<file path="src/rtl/ddr2_controller_st_pkg.sv">
// ddr2_controller_st_pkg: byte-stream marker constants and byte classification shared by the packet decoder.
package ddr2_controller_st_pkg;
  localparam logic [7:0] SOP_BYTE  = 8'h7A;
  localparam logic [7:0] EOP_BYTE  = 8'h7B;
  localparam logic [7:0] CHAN_BYTE = 8'h7C;
  localparam logic [7:0] ESC_BYTE  = 8'h7D;
  localparam logic [7:0] ESC_MASK  = 8'h20;
  typedef enum logic [2:0] {CLS_DATA, CLS_SOP, CLS_EOP, CLS_CHAN, CLS_ESC} byte_cls_e;
  // A byte following ESC is always payload, whatever its value.
  function automatic byte_cls_e classify(input logic [7:0] b, input logic esc);
    if (esc) return CLS_DATA;
    if (b == SOP_BYTE) return CLS_SOP;
    if (b == EOP_BYTE) return CLS_EOP;
    if (b == CHAN_BYTE) return CLS_CHAN;
    if (b == ESC_BYTE) return CLS_ESC;
    return CLS_DATA;
  endfunction
endpackage

</file>
<file path="src/rtl/ddr2_controller_st_pipeline_stage.sv">
// ddr2_controller_st_pipeline_stage: one-deep valid/ready register that refills in the cycle it drains.
module ddr2_controller_st_pipeline_stage #(
  parameter int W = 8
) (
  input  logic         clk,
  input  logic         reset,
  input  logic         i_valid,
  output logic         o_ready,
  input  logic [W-1:0] i_data,
  output logic         o_valid,
  input  logic         i_ready,
  output logic [W-1:0] o_data
);
  logic         r_valid;
  logic [W-1:0] r_data;
  assign o_ready = !r_valid || i_ready;
  assign o_valid = r_valid;
  assign o_data  = r_data;
  always_ff @(posedge clk) begin
    if (reset) begin
      r_valid <= 1'b0;
      r_data  <= '0;
    end else if (o_ready) begin
      r_valid <= i_valid;
      if (i_valid) r_data <= i_data;
    end
  end
endmodule

</file>
<file path="src/rtl/ddr2_controller_dmaster_bytes_to_packets.sv">
// ddr2_controller_dmaster_bytes_to_packets: decodes an escaped byte stream with SOP/EOP/channel markers
// into packet beats carrying start/end flags and the current channel.
module ddr2_controller_dmaster_bytes_to_packets
  import ddr2_controller_st_pkg::*;
#(
  parameter int CHANNEL_WIDTH = 8
) (
  input  logic                     clk,
  input  logic                     reset,
  output logic                     in_ready,
  input  logic                     in_valid,
  input  logic [7:0]               in_data,
  input  logic                     out_ready,
  output logic                     out_valid,
  output logic [7:0]               out_data,
  output logic [CHANNEL_WIDTH-1:0] out_channel,
  output logic                     out_startofpacket,
  output logic                     out_endofpacket
);
  localparam int BW = CHANNEL_WIDTH + 10;
  logic                     r_sop, r_eop, r_esc, r_chw;
  logic [CHANNEL_WIDTH-1:0] r_channel;
  byte_cls_e                w_cls;
  logic [7:0]               w_byte;
  logic                     w_acc, w_emit;
  logic [BW-1:0]            w_beat;
  assign w_cls  = classify(in_data, r_esc);
  assign w_byte = r_esc ? in_data ^ ESC_MASK : in_data;
  assign w_acc  = in_valid && in_ready;
  assign w_emit = w_acc && w_cls == CLS_DATA && !r_chw;
  ddr2_controller_st_pipeline_stage #(.W(BW)) u_stage (
    .clk     (clk),
    .reset   (reset),
    .i_valid (w_emit),
    .o_ready (in_ready),
    .i_data  ({w_byte, r_sop, r_eop, r_channel}),
    .o_valid (out_valid),
    .i_ready (out_ready),
    .o_data  (w_beat)
  );
  assign {out_data, out_startofpacket, out_endofpacket, out_channel} = w_beat;
  // Channel-wait survives an ESC prefix but any other marker aborts it.
  always_ff @(posedge clk) begin
    if (reset) begin
      r_sop     <= 1'b0;
      r_eop     <= 1'b0;
      r_esc     <= 1'b0;
      r_chw     <= 1'b0;
      r_channel <= '0;
    end else if (w_acc) begin
      r_esc <= w_cls == CLS_ESC;
      r_sop <= w_cls == CLS_SOP || (r_sop && !w_emit);
      r_eop <= w_cls == CLS_EOP || (r_eop && !w_emit);
      r_chw <= w_cls == CLS_CHAN || (r_chw && w_cls == CLS_ESC);
      if (r_chw && w_cls == CLS_DATA) r_channel <= CHANNEL_WIDTH'(w_byte);
    end
  end
endmodule

</file>
<file path="config.mk">
export PLATFORM = sky130hd
export DESIGN_NAME = ddr2_controller_dmaster_bytes_to_packets
export DESIGN_NICKNAME = d
export VERILOG_FILES = /design/src/rtl/ddr2_controller_st_pkg.sv /design/src/rtl/ddr2_controller_st_pipeline_stage.sv /design/src/rtl/ddr2_controller_dmaster_bytes_to_packets.sv
export SDC_FILE = /design/constraint.sdc
export NUM_CORES = 1
export LEC_CHECK = 0
export CAP_MARGIN = 25
export CORE_MARGIN = 1
export CORE_UTILIZATION = 51
export DETAILED_ROUTE_END_ITERATION = 16
export GPL_TIMING_DRIVEN = 0
export PLACE_DENSITY_LB_ADDON = 0.3
export SYNTH_ARGS = -nofsm -noshare
export SYNTH_HDL_FRONTEND = slang
export SYNTH_HIERARCHICAL = 1
export SYNTH_SLANG_ARGS = --single-unit
</file>
<file path="constraint.sdc">
create_clock -name clk -period 2.05 [get_ports clk]
set_input_delay 0.205 -clock clk [delete_from_list [all_inputs] [get_ports clk]]
set_output_delay 0.205 -clock clk [all_outputs]
set_load 0.01 [all_outputs]
</file>
==> metrics <==
IO Pins=32; share of synthesized registers carrying an async set or reset=0%; H-tree levels=2; Final Setup Violations=0; Min-Delay Startpoint=r_channel[7]; predominant post-synthesis flop cell=dfxtp_1; sequential element share of the synthesized area=38.1%; Critical Path AT=2.12 ns; pre-CTS setup slack=-0.178 ns; fin area=2080 µm²; most instantiated cells after synthesis=31 x dfxtp_1, 18 x a21bo_1, 18 x a21oi_2; chip height=58.5 µm; Synth Instances=153; Mapped Avg Cell Area=10.6 µm²; Avg WL per Cell=14.5 µm; Hold Buf Count CTS=0; synth warn=6; CTS tree=built; CP endpoint kind=flop; Die W=about 60 µm; #FFs+latches synth=31; Detailed Routing Iterations Pass 1=4; Initial DRC Count=64; Via density=5.55; Clock Sinks=31; hold-critical path depth=2; row count=20; Worst Max-Slew Pin Slew=0.464 ns; # placed instances=between 200 and 250; initial antenna violation count=0; RSZ-0062 raised after global routing=false; pwr/cell area=between 600 and 700 nW/µm²; HP Class=flop to flop; RD Place Congestion=0.754; Finished Layout Cells=236; Slew Limit Fails=0; Total GRT Usage=22.4%; share of layout cells above drive strength 1=between 20% and 30%; Setup Buffers After CTS=0; FILL cells=250; required time worst endpoint=approximately 2.3 ns; Die ar.=3420 µm²; final hold viol count=0; Post-DP HPWL=2420 µm; CTS Root Cell=clkbuf_4; Pleak=0.706 nW; post-synthesis cell area=1630 µm²; Post-synth EDFFs=0; r2r worst-path depth=9; r2r startpoint=u_stage/o_valid; Syn-to-layout area delta=27.7%; global-route wire length before repair=between 5000 and 6000 µm; register area=621 µm²; worst-path fanout max=16; clock buffer depth=2; area share of the largest cell type after synthesis=38.1%; reg2reg setup slack=0.18 ns; syn_nets=between 150 and 200; setup TNS=0 ns; DRT antenna net count=0; Initial Util=53.8%; Crit Path Class=input pin to flop; Rel. slew slack=about 69%; nets=203; largest net degree at the start of global routing=17; final WL=~3400 µm; multi-input combinational cell area=853 µm²; status=finished, final reports clean; # DRC=0; most common cell in the netlist=dfxtp_1; Post-DP Area=1990 µm²; min cycle time layout=1.90 ns; vias in the first global route=1206; worst flop-to-flop path endpoint=u_stage/o_data[7]; setup ws final=0.155 ns; Peak VDD IR=between 500 and 600 µV; final clock skew=about 0.0078 ns; fin crit share=92.5%; total gr overflow=0; leading area contributor after synthesis=dfxtp_1; CP startpoint kind=input pin; vias post-DR=~1300; diode count=0; post-CTS resize count=0; Hold EP=u_stage/o_data[7]; TritonCTS Buffers=5; core outline area=between 3000 and 4000 µm²; Synth area leaders=dfxtp_1 38%, a21bo_1 11%, a21oi_2 9.7%, nand3_2 4.9%, nand3_1 4.6%; max_cap viols=0; worst-skew pair later-pin latency=approximately 0.34 ns; library cells used by synthesis=36; PortBufs=31; Max Freq=528 MHz; clock-pin transition on the worst setup and hold timing paths=0.10 ns
## per-stage QoR
| step | hold slack [ns] | util (%) | total power, mW |
|---|---|---|---|
| 3_5_place_dp | 0.475 | 65.8 | 0.864 |
| 3_3_place_gp | 0.468 | 65.8 | 0.859 |
| 6_report | 0.491 | 68.7 | 1.36 |
| 2_1_floorplan | 0.277 | - | 0.783 |
| 4_1_cts | 0.486 | 68.7 | 1.37 |
| 5_1_grt | 0.496 | 68.7 | 1.41 |
## logic make-up (layout without fill, tap and decap cells)
group,Yosys count,count (layout),share of synthesized area [%]
AOI/OAI and AO/OA,53,53,28.8
xor gates and xnor gates,2,2,2.23
buffers and inverters,15,54,9.45
DFF,31,31,38.1
muxes,5,5,3.07
and+or+nand+nor,47,47,18.3
## where the power goes
group          switching, mW  internal [mW]  total [mW]  leakage, nW
Combinational          0.112          0.110       0.222        0.407
Sequential            0.0107          0.620       0.630        0.252
Clock                  0.220          0.288       0.508       0.0482
Total                  0.343           1.02        1.36        0.706
## layer usage
metal	track usage, %	vias up	routed length [µm]
met5	0	-	0
met2	37.8	39	1670
met3	7.25	5	151
met4	9.18	0	57
met1	26.3	637	1550
li1	-	629	-
## registers in the layout, indices dropped and copies added (netlist names)
signal           count
r_channel            8
r_chw                1
r_eop                1
r_esc                1
r_sop                1
u_stage/o_data      18
u_stage/o_valid      1
## worst max-delay path by stage
stage / start / endpoint / slack (ns) / depth (start not counted)
5_1_grt: u_stage/o_valid / u_stage/o_data[8] / 0.06 / 9
2_1_floorplan: u_stage/o_valid / u_stage/o_data[10] / 0.36 / 9
3_3_place_gp: out_ready / u_stage/o_data[12] / -0.13 / 10
6_report: out_ready / u_stage/o_data[7] / 0.15 / 10
3_5_place_dp: out_ready / u_stage/o_data[4] / -0.18 / 10
4_1_cts: out_ready / u_stage/o_data[12] / 0.18 / 10
## critical path, stage by stage
cell	delay [ns]
clkdlybuf4s50_1	0.45
nand2b_4	0.12
buf_6	0.16
buf_12	0.16
nand2_1	0.14
a211oi_1	0.30
buf_6	0.20
clkbuf_8	0.18
a21bo_1	0.13
a21oi_2	0.05
## placed cells by master (no fill, tap or decap), types with 2 or more instances in the layout
cell	n
clkdlybuf4s50_1	31
nand2_1	2
nand3b_1	2
mux2i_1	5
clkbuf_8	3
dfxtp_1	31
a41oi_1	2
a32oi_1	2
buf_4	3
nor2_1	9
a21oi_2	18
clkbuf_4	5
o21ai_0	5
nand3_1	15
a21bo_1	18
a21oi_1	4
buf_6	5
nand3_2	8
and3_1	3
## final cells by class
class	instances	share of cell area, %
Buffer	14	7.22
Clock buffer	6	2.47
Sequential cell	31	29.8
Inverter	1	0.181
Multi-Input combinational cell	107	41.0
Clock inverter	2	1.68
Tap cell	44	2.65
Timing Repair Buffer	31	14.9
No activity file was read; power rests on OpenSTA's default activity.
